--- config.mk ---
export PLATFORM = sky130hd
export DESIGN_NAME = viterbi_burst_channel
export DESIGN_NICKNAME = d
export VERILOG_FILES = /design/src/rtl/viterbi_burst_channel.sv
export SDC_FILE = /design/constraint.sdc
export NUM_CORES = 1
export LEC_CHECK = 0
export CORE_AREA = 2 2 97 99
export CTS_CLUSTER_DIAMETER = 100
export CTS_CLUSTER_SIZE = 28
export DETAILED_ROUTE_END_ITERATION = 16
export DIE_AREA = 0 0 99 101
export GPL_ROUTABILITY_DRIVEN = 1
export HOLD_SLACK_MARGIN = 0.06
export PLACE_DENSITY = 0.85
export SLEW_MARGIN = 5
export SYNTH_ARGS = -nofsm -noshare
export SYNTH_HDL_FRONTEND = slang
export SYNTH_SLANG_ARGS = --single-unit
--- constraint.sdc ---
create_clock -name clk -period 11.5 [get_ports clk]
set_input_delay 2.875 -clock clk [delete_from_list [all_inputs] [get_ports clk]]
set_output_delay 2.875 -clock clk [all_outputs]
set_load 0.01 [all_outputs]
--- src/rtl/viterbi_burst_channel.sv ---
`timescale 1ns/1ps
// Channel model between convolutional encoder and Viterbi decoder: injects
// periodic or LFSR-driven bit-error bursts into W-bit coded symbols.
module viterbi_burst_channel #(
  parameter int unsigned W        = 2,
  parameter int unsigned PERIOD_W = 8,
  parameter int unsigned BURST_W  = 4,
  parameter int unsigned CNT_W    = 16,
  parameter logic [15:0] SEED     = 16'hACE1
) (
  input  logic                clk,
  input  logic                rst,
  input  logic [1:0]          mode_i,
  input  logic [PERIOD_W-1:0] period_i,
  input  logic [BURST_W-1:0]  burst_len_i,
  input  logic [7:0]          thresh_i,
  input  logic                valid_i,
  input  logic [W-1:0]        sym_i,
  output logic                valid_o,
  output logic [W-1:0]        sym_o,
  output logic                err_o,
  output logic [CNT_W-1:0]    burst_ct_o,
  output logic [CNT_W-1:0]    bit_err_ct_o
);

  localparam int unsigned POP_W = $clog2(W + 1);

  typedef enum logic [1:0] {IDLE, WAIT, BURST} state_t;

  state_t              state;
  logic [15:0]         lfsr;
  logic [PERIOD_W-1:0] win_ct;
  logic [PERIOD_W-1:0] offset;
  logic [BURST_W-1:0]  remaining;
  logic [1:0]          mode_q;
  logic [PERIOD_W-1:0] period_q;
  logic [BURST_W-1:0]  burst_len_q;
  logic [7:0]          thresh_q;

  logic                win_start, enabled, start, go_wait, corrupt;
  logic [1:0]          cur_mode;
  logic [PERIOD_W-1:0] cur_period, rand_off, win_next;
  logic [PERIOD_W:0]   wc_inc;
  logic [BURST_W-1:0]  cur_burst_len, rem_eff, rem_next;
  logic [7:0]          cur_thresh;
  logic [W-1:0]        mask, mask_eff;
  logic [POP_W-1:0]    pop;
  logic [CNT_W:0]      burst_sum, bit_sum;
  logic [15:0]         lfsr_next;

  // Window start uses the live config inputs, which are latched for the rest of the window.
  assign win_start     = (win_ct == '0);
  assign cur_mode      = win_start ? mode_i      : mode_q;
  assign cur_period    = win_start ? period_i    : period_q;
  assign cur_burst_len = win_start ? burst_len_i : burst_len_q;
  assign cur_thresh    = win_start ? thresh_i    : thresh_q;
  assign enabled       = (cur_mode != 2'd0) && (cur_period >= PERIOD_W'(2)) && (cur_burst_len != '0);

  assign rand_off  = lfsr[PERIOD_W-1:0];
  assign lfsr_next = {lfsr[14:0], lfsr[15] ^ lfsr[13] ^ lfsr[12] ^ lfsr[10]};
  assign wc_inc    = {1'b0, win_ct} + (PERIOD_W+1)'(1);
  assign win_next  = (wc_inc >= {1'b0, cur_period}) ? '0 : wc_inc[PERIOD_W-1:0];

  always_comb begin
    start   = 1'b0;
    go_wait = 1'b0;
    case (state)
      IDLE: begin
        if (win_start && enabled) begin
          if (cur_mode == 2'd1) begin
            start = 1'b1;
          end else if ((lfsr[15:8] < cur_thresh) && (rand_off < cur_period)) begin
            if (rand_off == '0) start = 1'b1;
            else                go_wait = 1'b1;
          end
        end
      end
      WAIT:    start = (win_ct == offset);
      default: ;
    endcase
  end

  assign corrupt  = start || (state == BURST);
  assign rem_eff  = (state == BURST) ? remaining : cur_burst_len;
  assign rem_next = rem_eff - BURST_W'(1);

  always_comb begin
    if (cur_mode == 2'd3) mask = W'(1) << (32'(lfsr[3:0]) % W);
    else                  mask = '1;
    mask_eff = corrupt ? mask : '0;
    pop = '0;
    for (int unsigned i = 0; i < W; i++) pop = pop + POP_W'(mask_eff[i]);
  end

  assign burst_sum = {1'b0, burst_ct_o}   + (CNT_W+1)'(start);
  assign bit_sum   = {1'b0, bit_err_ct_o} + (CNT_W+1)'(pop);

  always_ff @(posedge clk or posedge rst) begin
    if (rst) begin
      state        <= IDLE;
      lfsr         <= SEED;
      win_ct       <= '0;
      offset       <= '0;
      remaining    <= '0;
      mode_q       <= '0;
      period_q     <= '0;
      burst_len_q  <= '0;
      thresh_q     <= '0;
      valid_o      <= 1'b0;
      sym_o        <= '0;
      err_o        <= 1'b0;
      burst_ct_o   <= '0;
      bit_err_ct_o <= '0;
    end else if (valid_i) begin
      if (win_start) begin
        mode_q      <= mode_i;
        period_q    <= period_i;
        burst_len_q <= burst_len_i;
        thresh_q    <= thresh_i;
      end
      lfsr    <= lfsr_next;
      win_ct  <= win_next;
      valid_o <= 1'b1;
      sym_o   <= sym_i ^ mask_eff;
      err_o   <= corrupt;
      if (corrupt) begin
        remaining <= rem_next;
        state     <= (rem_next == '0) ? IDLE : BURST;
      end else if (go_wait) begin
        offset <= rand_off;
        state  <= WAIT;
      end
      burst_ct_o   <= burst_sum[CNT_W] ? '1 : burst_sum[CNT_W-1:0];
      bit_err_ct_o <= bit_sum[CNT_W]   ? '1 : bit_sum[CNT_W-1:0];
    end else begin
      valid_o <= 1'b0;
      err_o   <= 1'b0;
    end
  end

endmodule

# After elaboration in Yosys (flattened, before gate mapping)

Index checks and enable logic that the tools add are counted.

Reduce and logical (&&, ||, !) cells: 15
$lt $le $gt $ge: 4
Bitwise gates (word level): 5
Mux-type cells: 25
Shift operators: 1
$add $sub $neg: 5
Eq/ne operators: 5

Operators by type and width:

| cell                                                                                 | number |
|---|---|
| 16-bit two-way mux                                                                   | 2 |
| 8-bit two-way mux                                                                    | 3 |
| 16-bit by 1-bit adder with 17-bit output                                             | 1 |
| 16-bit by 2-bit adder with 17-bit output                                             | 1 |
| 8-bit logical NOT                                                                    | 2 |
| 8-bit less-than comparator                                                           | 2 |
| 2-bit two-way mux                                                                    | 6 |
| 1-bit two-way mux                                                                    | 11 |
| 8-bit by 1-bit adder with 9-bit output (second input constant)                       | 1 |
| 9-bit by 8-bit greater-or-equal comparator with 1-bit output                         | 1 |
| 8-bit == test                                                                        | 1 |
| 8-bit by 2-bit greater-or-equal comparator with 1-bit output (second input constant) | 1 |
| 4-bit two-way mux                                                                    | 2 |
| 2-bit by 1-bit == test with 1-bit output (second input constant)                     | 2 |
| 2-bit == test (second input constant)                                                | 2 |
| 1-bit logical AND                                                                    | 4 |
| 4-bit logical NOT                                                                    | 1 |
| 2-bit AND reduction                                                                  | 2 |
| 2-bit nonzero test                                                                   | 2 |
| 4-bit nonzero test                                                                   | 1 |
| 4-bit by 1-bit subtractor with 4-bit output (second input constant)                  | 1 |
| 3-bit AND reduction                                                                  | 1 |
| 1-bit bitwise XOR                                                                    | 3 |
| 1-bit by 1-bit adder with 2-bit output                                               | 1 |
| other kinds (6)                                                                      | 6 |

Flip-flop bits (word level): 96
Output and inout bits: 36
Bits of input ports: 27
Word-level logic and storage cells: 74

# Longest topological paths before layout

Gate-level depths: netlist (run 1).

Word-level depth: 13
Mapped depth: 25
Gate-level depth less buffers: 22

# Worst setup path before layout (run 1)

No wires, ideal clock.

Kind: input-to-reg
Start: input port period_i[5]
End: register bit_err_ct_o[0]
Slack: 4.678 ns
Library setup time: 0.068 ns
Arrival: 6.755 ns
Required time: 11.432 ns
Stages on the path: 19
Buffers on the path: 1
Cell sequence: mux2i_1 -> ha_1 -> a21oi_1 -> nor2_1 -> a2111oi_0 -> a32oi_2 -> o41ai_2 -> nand2b_1 -> nand2_1 -> fa_1 -> inv_1 -> ha_1 -> nand3_1 -> nor2_1 -> nand2_1 -> nor3_1 -> nand3_1 -> clkbuf_1 -> nand2_1

Cells in the longest elaborated chain, start to end: 12
Elaborated cells on any way between the ends: 16
Classes of those cells: 2 x add/sub; 2 x order compare; 7 x mux; 5 x reduce/logical

Ends and longest elaborated chain:

| element                                                                                                           | RTL line | RTL |
|---|---|---|
| start: declaration                                                                                                | 14       | `input logic [PERIOD_W-1:0] period_i,` |
| 8-bit two-way mux (*)                                                                                             | -        |  |
| 8-bit less-than comparator / 8-bit by 2-bit greater-or-equal comparator with 1-bit output (equally long branches) | 72, 57   |  |
| 1-bit logical AND (on tied branches)                                                                              | 72, 57   |  |
| 1-bit two-way mux / 1-bit logical AND (equally long branches)                                                     | 72, 57   |  |
| 1-bit two-way mux / 1-bit logical AND (equally long branches)                                                     | 70, 69   |  |
| 1-bit two-way mux (*)                                                                                             | 69       | `if (win_start && enabled) begin` |
| 1-bit case mux with 2 select lines (*)                                                                            | 67       | `case (state)` |
| 1-bit logical OR (*)                                                                                              | 83       | `assign corrupt = start \|\| (state == BURST);` |
| 2-bit two-way mux (*)                                                                                             | 90       | `mask_eff = corrupt ? mask : '0;` |
| 1-bit by 1-bit adder with 2-bit output (*)                                                                        | 92       | `for (int unsigned i = 0; i < W; i++) pop = pop + POP_W'(mask_eff[i]);` |
| 16-bit by 2-bit adder with 17-bit output (*)                                                                      | 96       | `assign bit_sum = {1'b0, bit_err_ct_o} + (CNT_W+1)'(pop);` |
| 16-bit two-way mux (*)                                                                                            | 134      | `bit_err_ct_o <= bit_sum[CNT_W] ? '1 : bit_sum[CNT_W-1:0];` |
| end signal: assignment                                                                                            | 134      |  |
| end: declaration                                                                                                  | 23       | `output logic [CNT_W-1:0] bit_err_ct_o` |

Every way passes the cells marked *; elsewhere a longest branch is shown, timed or not.
A chain may end at the register's enable or synchronous reset.

# Final worst setup path (run 1)

Start: input port period_i[5]
End: register bit_err_ct_o[4]

The elaborated chain is that of the path after synthesis.

==> results.sh, run 1 <==
export IMPL_hold_viol_final=0
export IMPL_routed_wl_mm=11.43
export IMPL_grt_max_degree=72
export IMPL_p_leak_uw=0.002746
export IMPL_syn_area_per_cell_um2=10.13
export IMPL_viasPerCell=5.915
export IMPL_overflow=0
export IMPL_fillers=659
export IMPL_clkLatencyLatePin_ns=0.35
export IMPL_final_setup_tns_ns=0
export IMPL_cts_sinks=96
export IMPL_die_h_um=101
export IMPL_cp_max_fo=12
export IMPL_ctsHoldBuffers=0
export IMPL_final_cells=698
export IMPL_gp_congestion=0.8570
export IMPL_grt_pass1_wl_mm=20.03
export IMPL_maxSlewViolCount=0
export IMPL_die_area_um2=9999
export IMPL_ir_worst_vdd_mv=0.1423
export IMPL_fin_nets=638
export IMPL_synth_seq_area_share_pct=45.11
export IMPL_cp_arrival_ns=8.28
export IMPL_cts_resized=0
export IMPL_die_x_um=99
export IMPL_max_clock_freq_mhz=124.9
export IMPL_routedWlPerCell_um=16.38
export IMPL_netlist_cell_type_count=53
export IMPL_drive_above_1_share_pct=12.44
export IMPL_synth_warnings=0
export IMPL_fin_area_um2=6227
export IMPL_post_cts_setup_buffers=0
export IMPL_mostFrequentLayoutCells="dfrtp_1, nand2_1, clkdlybuf4s50_1"
export IMPL_finClkSkew_ns=0.01412
export IMPL_mappedNetlistNets=583
export IMPL_cts_clk_slew_worst_paths_ns=0.08
export IMPL_hpwl_mm=8.236
export IMPL_yosysTopAreaCellShare_pct=41.18
export IMPL_fin_crit_sh_pct=69.62
export IMPL_final_common_cell="dfrtp_1"
export IMPL_max_slew_margin_pct=39.43
export IMPL_dp_cells=683
export IMPL_antenna_found_initial=0
export IMPL_cap_violations=0
export IMPL_rsz0062_at_grt="false"
export IMPL_h_tree_depth=3
export IMPL_place_area_um2=6040
export IMPL_yosysTopAreaCell="dfrtp_1"
export IMPL_fin_crit_ns=8.006
export IMPL_start_util_pct=59.57
export IMPL_area_growth_pct=16.45
export IMPL_vias=4129
export IMPL_synth_edff_count=0
export IMPL_drtAntennaViolNets=0
export IMPL_grt_use_total_pct=24.65
export IMPL_cts_tree="built"
export IMPL_synthCells=528
export IMPL_setup_violations=0
export IMPL_ios=63
export IMPL_fin_hold_ws_ns=0.5139
export IMPL_cts_made_buffers=9
export IMPL_route_detailed_drc=0
export IMPL_criticalPathCategory="in2reg"
export IMPL_hp_class="reg2reg"
export IMPL_yosys_top_cells_area="dfrtp_1, mux2_2, ha_1, nand2_1, dfstp_2"
export IMPL_ys_flop_type="dfrtp_1"
export IMPL_synthesis_area_um2=5348
export IMPL_worst_pin_slew_ns=0.8857
export IMPL_p_total_uw=1393
export IMPL_rows=35
export IMPL_drt_pass1_iter_count=5
export IMPL_root_buffer="clkbuf_8"
export IMPL_async_flop_share_pct=100.0
export IMPL_diodes=0
export IMPL_drt_iter0_drc=217
export IMPL_io_buffers=62
export IMPL_synth_seq_cells=96
export IMPL_critPathLaunchType="input port"
export IMPL_status="finished clean"
export IMPL_core_um2=8977
export IMPL_cp_required_ns=11.77
export IMPL_cts_buffer_depth=2
export IMPL_grt_pass1_vias=4267
export IMPL_crit_path_end_kind="register"
export IMPL_power_per_cell_area_nw_per_um2=223.7
## synthesized netlist by cell type, types with 2 or more instances
cell       instances
a2111oi_0          2
a21o_1             4
a21oi_1           27
a221oi_1           2
a22o_1             3
a31oi_1            6
a41oi_1            3
and3_1             4
buf_1              2
buf_2              3
clkbuf_1          15
dfrtp_1           88
dfstp_2            8
ha_1              27
inv_1             16
mux2_2            36
mux2i_1           20
nand2_1           62
nand2b_1           7
nand3_1           25
nand4_1           12
nand4b_1           3
nor2_1            42
nor2b_1            5
nor3_1            10
nor3_2             2
nor3b_1            4
nor4_1             6
o211ai_1           4
o21a_1             2
o21ai_0           16
or2_2              3
or3_1              3
xnor2_1           19
xor2_1            19
## cell families after synthesis
family          share of synthesized area, %
buf+inv                                2.597
flops                                  45.11
xor+xnor                               6.224
fa+ha+maj                              6.692
compound gates                         10.34
simple gates                           17.71
mux                                    11.32
## registers in the layout, indices dropped and copies added (netlist names), 8 cells and up
signal / cells
burst_ct_o: 16
thresh_q: 8
offset: 8
lfsr: 16
win_ct: 8
bit_err_ct_o: 16
period_q: 8
## power breakdown
group | switching [uW] | internal, uW
combinational | 313 | 294
clock | 108 | 105
sequential | 113 | 459
## critical path, stage by stage
cell,delay [ns]
clkdlybuf4s50_1,0.42
mux2i_1,0.27
ha_1,0.31
a21oi_1,0.14
nor2_1,0.07
a2111oi_0,0.79
a32oi_2,0.32
o41ai_2,0.57
nand2b_1,0.19
nand2_1,0.09
fa_1,0.38
inv_1,0.08
ha_1,0.20
nand3_1,0.12
nor2_1,0.35
nand2_1,0.15
nor3_1,0.34
nand3_1,0.40
nand2_1,0.18
## metal layers
| metal | up-vias | global-route usage, % | routed length [um] |
|---|---|---|---|
| met1 | 2001 | 31.68 | 5014 |
| met4 | 0 | 9.062 | 351 |
| met3 | 29 | 4.785 | 496 |
| met2 | 106 | 41.68 | 5570 |
| li1 | 1993 | - | - |
| met5 | - | 0 | 0 |
## area by class of cell
cell class	count	area, um2	area share (%)
Clock buffer	12	145.1	2.331
Clock inverter	3	42.54	0.6831
Inverter	16	61.31	0.9845
Multi-Input combinational cell	396	2796	44.91
Sequential cell	96	2412	38.74
Tap cell	111	138.9	2.230
Timing Repair Buffer	64	630.6	10.13
## final timing paths
path / from / endpoint / slack (ns) / cells past startpoint
setup / recovery: period_i[5] / bit_err_ct_o[4] / 3.49 / 19
hold / removal: burst_len_q[2] / burst_len_q[2] / 0.51 / 1
setup reg to reg: win_ct[0] / bit_err_ct_o[4] / 4.38 / 22
hold reg to reg: burst_len_q[2] / burst_len_q[2] / 0.51 / 1
max in group asynchronous: rst / offset[1] / 7.43 / 3
min in group asynchronous: rst / burst_ct_o[14] / 2.91 / 2
## metrics by stage
stage	worst slack [ns]	utilization, %
detailed placement	3.220	67.28
global route	3.138	69.37
global placement	3.603	67.28
floorplan	4.678	-
CTS	3.574	69.37
finish	3.494	69.37
Note: power is estimated with default switching activity, not from simulation.
==> run 2, diff against run 1 <==
- CORE_AREA: 2 2 97 99 -> 2 2 106 108
- DIE_AREA: 0 0 99 101 -> 0 0 108 110
- PLACE_DENSITY: 0.85 -> 0.75
- clock period: 11.5 -> 7.35 ns (I/O delays scaled with it)
==> run 2 against run 1 <==
- register-to-register slack worse by 3.7 ns
- sequential power is 56% higher
- count of clock-buffer cells in the layout is 1 higher
==> results.sh, run 2 (synthesis gave the netlist of run 1 again) <==
export IMPL_finClkSkew_ns=0.006079
export IMPL_die_x_um=108
export IMPL_rsz0062_at_grt="false"
export IMPL_root_buffer="clkbuf_8"
export IMPL_io_buffers=62
export IMPL_grt_max_degree=72
export IMPL_diodes=0
export IMPL_start_util_pct=49.99
export IMPL_max_slew_margin_pct=47.57
export IMPL_cts_buffer_depth=2
export IMPL_worst_pin_slew_ns=0.7865
export IMPL_critPathLaunchType="input port"
export IMPL_vias=4103
export IMPL_ctsHoldBuffers=0
export IMPL_drtAntennaViolNets=0
export IMPL_cp_arrival_ns=6.99
export IMPL_fin_crit_sh_pct=91.16
export IMPL_routed_wl_mm=11.43
export IMPL_routedWlPerCell_um=15.68
export IMPL_cp_required_ns=7.64
export IMPL_hold_viol_final=0
export IMPL_gp_congestion=0.8532
export IMPL_cts_resized=0
export IMPL_die_h_um=110
export IMPL_maxSlewViolCount=0
export IMPL_top_regs="bit_err_ct_o x16, burst_ct_o x16, lfsr x16"
export IMPL_grt_pass1_wl_mm=19.26
export IMPL_drive_above_1_share_pct=12.73
export IMPL_ios=63
export IMPL_criticalPathCategory="in2reg"
export IMPL_hpwl_mm=8.223
export IMPL_rows=38
export IMPL_setup_violations=0
export IMPL_die_area_um2=11880
export IMPL_grt_use_total_pct=20.50
export IMPL_final_setup_tns_ns=0
export IMPL_overflow=0
export IMPL_drt_pass1_iter_count=5
export IMPL_hp_class="reg2reg"
export IMPL_hold_depth=1
export IMPL_cap_violations=0
export IMPL_status="finished clean"
export IMPL_cts_sinks=96
export IMPL_route_detailed_drc=0
export IMPL_area_growth_pct=17.45
export IMPL_ir_worst_vdd_mv=0.1988
export IMPL_cts_clk_slew_worst_paths_ns=0.09
export IMPL_mostFrequentLayoutCells="dfrtp_1, nand2_1, clkdlybuf4s50_1"
export IMPL_final_common_cell="dfrtp_1"
export IMPL_fin_crit_ns=6.700
export IMPL_antenna_found_initial=0
export IMPL_cp_max_fo=12
export IMPL_core_um2=10700
export IMPL_cts_tree="built"
export IMPL_fin_nets=639
export IMPL_max_clock_freq_mhz=149.2
export IMPL_p_leak_uw=0.002759
export IMPL_clkLatencyLatePin_ns=0.36
export IMPL_ff2ff_path_depth=22
export IMPL_grt_pass1_vias=4036
export IMPL_power_per_cell_area_nw_per_um2=348.4
export IMPL_viasPerCell=5.628
export IMPL_h_tree_depth=3
export IMPL_drt_iter0_drc=244
export IMPL_cts_made_buffers=9
export IMPL_crit_path_end_kind="register"
export IMPL_fin_hold_ws_ns=0.5104
## run 2: final timing paths
path	slack [ns]	endpoint	startpoint
max	0.65	bit_err_ct_o[13]	period_i[5]
min	0.51	thresh_q[0]	thresh_q[0]
max reg2reg	0.73	bit_err_ct_o[13]	win_ct[0]
min reg2reg	0.51	thresh_q[0]	thresh_q[0]
max in group asynchronous	4.33	burst_len_q[0]	rst
min in group asynchronous	1.83	burst_ct_o[14]	rst
## run 2: through the flow
step	cell area (um2)	util, %	instances	setup slack, ns	power (uW)
after global placement	6076	56.80	712	0.4627	1789
after floorplan	5348	-	528	1.459	1566
after detailed placement	6076	56.80	712	0.3042	1841
after global routing	6281	58.71	729	0.1920	2367
after CTS	6275	58.66	728	0.4898	2194
final	6281	58.71	729	0.6498	2188
## run 2: cell type report
type	count	area [um2]
well taps	140	175.2
repair buffers	64	630.6
multi-input cells	397	2803
flip-flops and latches	96	2412
clock inverters	3	40.04
inverters	16	61.31
clock buffers	13	158.9
fillers	903	4417
## run 2: worst max-delay path: stages
cell             delay (ns)
clkdlybuf4s50_1        0.42
mux2i_1                0.27
ha_1                   0.30
a21oi_1                0.15
nor2_1                 0.07
a2111oi_0              0.60
a32oi_2                0.29
o41ai_2                0.56
nand2b_1               0.19
nand2_1                0.09
fa_1                   0.39
inv_1                  0.08
ha_1                   0.20
nand3_1                0.11
nor2_1                 0.36
nand2_1                0.16
nor3_1                 0.33
nand3_1                0.41
nand2_1                0.18
## run 2: timing repair
action	CTS	global route
endpoints found under the hold margin	0	0
setup endpoints to repair	0	12
buffers inserted	0	0
## run 2: layer usage
metal  track usage (%)  part of all wire (%)
met1             27.38                    45
met2             34.32                    51
met3             3.645                   3.3
met4             6.319                   1.1
met5                 0                     0
## run 2: power by group
part           switching, uW  leakage [uW]  internal, uW
Sequential               171       0.00117           718
Clock                    178      0.000103           175
Combinational            489       0.00148           458
==> run 3, diff against run 2 <==
- CTS_CLUSTER_DIAMETER: 100 -> 200
==> results of run 3 <==
Final layout, timing and power as in run 2 (identical DEF).
==> variant: new RTL, settings of run 3 <==
Encoding of `state_t`: now one-hot (3 bits for 3 states).
--- a/src/rtl/viterbi_burst_channel.sv
+++ b/src/rtl/viterbi_burst_channel.sv
@@ -27,3 +27,3 @@
 
-  typedef enum logic [1:0] {IDLE, WAIT, BURST} state_t;
+  typedef enum logic [2:0] {IDLE = 3'b001, WAIT = 3'b010, BURST = 3'b100} state_t;
 
Function: same outputs for any inputs over 4 cycles, from zero or initial values and one cycle with rst high; so few cycles prove little.
==> variant against run 3 <==
Setup slack improved by 0.68 ns; routed wire length fell by 1.2%; synthesized area rose by 0.61%; design area rose by 0.30%; sequential cell count rose by 1; global-route usage fell by 0.13 points; clock power rose by 2%; power fell by 0.94%; critical path type is now reg2reg; critical endpoint is now bit_err_ct_o[4]$_DFFE_PP0P_.
==> variant: results (changes against run 3) <==
[status]
status=complete, no violations

[timing]
worst_slew_pin_slew_ns=0.943  ; +0.156 ns
fin_worst_skew_ns=0.00754  ; +0.00147 ns

[logic_synthesis]
synth-compound-area-share_pct=9.98  ; -0.36 points
mappedNetlistNets=572  ; -1.9%
synthTopCellsByCount=dfrtp_1 (88), nand2_1 (53), nor2_1 (34)
synth_adder_area_share_pct=6.65  ; -0.040 points
yosys.cell_types.count=61  ; +15%
synth.area.mux_share_pct=11.2  ; -0.16 points
synth_xor_area_share_pct=6.19  ; -0.038 points
yosys-top-cells-area=dfrtp_1 (41%), ha_1 (6.3%), mux2_2 (5.0%)
yosysWarnings=0  ; unchanged

[place]
hpwl_um=8220  ; about the same
gp_congestion=0.850  ; -0.34%

[power]
peakVddDrop_uv=202  ; +1.5%
p_leak_nw=2.82  ; +2.3%
p_clk_w=0.000359  ; +2%
switchingPower_w=0.000842  ; +0.63%
p_seq_w=0.000904  ; +2%

[critical_path]
cp.arrival_ns=6.31  ; -0.68 ns
critPathMaxFanout=21  ; +9
cp_slowest_stage_delay_ns=0.58  ; -0.02 ns
cpMaxStageDelayCell=nor2_4

[global_route]
grt_use_total_pct=20.4  ; -0.13 points
grt_pass1_vias=4003  ; -0.82%
grt_max_degree=63  ; -13%
grt_pass1_wl_um=19300  ; about the same

[cts]
htreeDepth=3  ; unchanged

[route]
wl_per_cell_um=15.7  ; +0.41%
firstDrtPassIters=4  ; -1
avgViaCountPerCell=5.59  ; -0.68%
drtIter0Drc=241  ; -1.2%

[cells_and_area]
drive_above_1_share_pct=12.1  ; -0.60 points

-- variant: per-stage QoR --
| stage | std cells | util [%] | setup slack, ns | cell area [sq um] | power, W |
|---|---|---|---|---|---|
| 6_report | 717 | 58.9 | 1.33 | 6300 | 0.00217 |
| 5_1_grt | 717 | 58.9 | 0.807 | 6300 | 0.00235 |
| 4_1_cts | 717 | 58.9 | 1.29 | 6300 | 0.00218 |
| 3_5_place_dp | 701 | 57.0 | 1.08 | 6100 | 0.00182 |
| 3_3_place_gp | 701 | 57.0 | 1.18 | 6100 | 0.00177 |
| 2_1_floorplan | 517 | - | 2.36 | 5380 | 0.00154 |
-- variant: per-layer routing --
| layer | up-vias | global-route usage, % | wire (um) |
|---|---|---|---|
| li1 | 1953 | - | - |
| met1 | 1964 | 29.3 | 5420 |
| met2 | 82 | 32.4 | 5330 |
| met3 | 9 | 2.76 | 416 |
| met4 | 0 | 6.04 | 116 |
| met5 | - | 0 | 0 |
-- variant: cell type report --
class                           count  area [sq um]
Fill cell                         884          4400
Timing Repair Buffer               66           646
Clock inverter                      6          65.1
Clock buffer                       10           138
Multi-Input combinational cell    378          2760
Inverter                           20          76.3
Sequential cell                    97          2440
Tap cell                          140           175
-- variant: critical path: cells and delay by family (launching register included) --
kind,cells,cell delay (ns)
AO/OA/AOI/OAI,4,0.53
adder cells (fa/ha/maj),4,0.97
buffers and inverters,2,0.27
flip-flops,1,0.49
multiplexers,1,0.39
AND/OR/NAND/NOR,10,3.28
-- variant: worst paths after layout --
path | cells after the start | slack [ns] | startpoint | endpoint
worst max-delay path | 21 | 1.33 | win_ct[0]$_DFFE_PP0P_ | bit_err_ct_o[4]$_DFFE_PP0P_
worst min-delay path | 2 | 0.50 | sym_o[1]$_DFFE_PP0P_ | sym_o[1]$_DFFE_PP0P_
worst max register to register | 21 | 1.33 | win_ct[0]$_DFFE_PP0P_ | bit_err_ct_o[4]$_DFFE_PP0P_
worst min register to register | 2 | 0.50 | sym_o[1]$_DFFE_PP0P_ | sym_o[1]$_DFFE_PP0P_
max in group asynchronous | 3 | 4.33 | rst | burst_ct_o[10]$_DFFE_PP0P_
min in group asynchronous | 2 | 1.85 | rst | bit_err_ct_o[4]$_DFFE_PP0P_
-- variant: kinds of logic (layout without fill, tap and decap cells) --
logic type / after synthesis / count (layout)
buffers and inverters: 42 / 102
DFF: 97 / 97
xor gates and xnor gates: 38 / 38
muxes: 55 / 55
AOI/OAI and AO/OA: 81 / 81
and+or+nand+nor: 176 / 176
adders and majority gates: 28 / 28
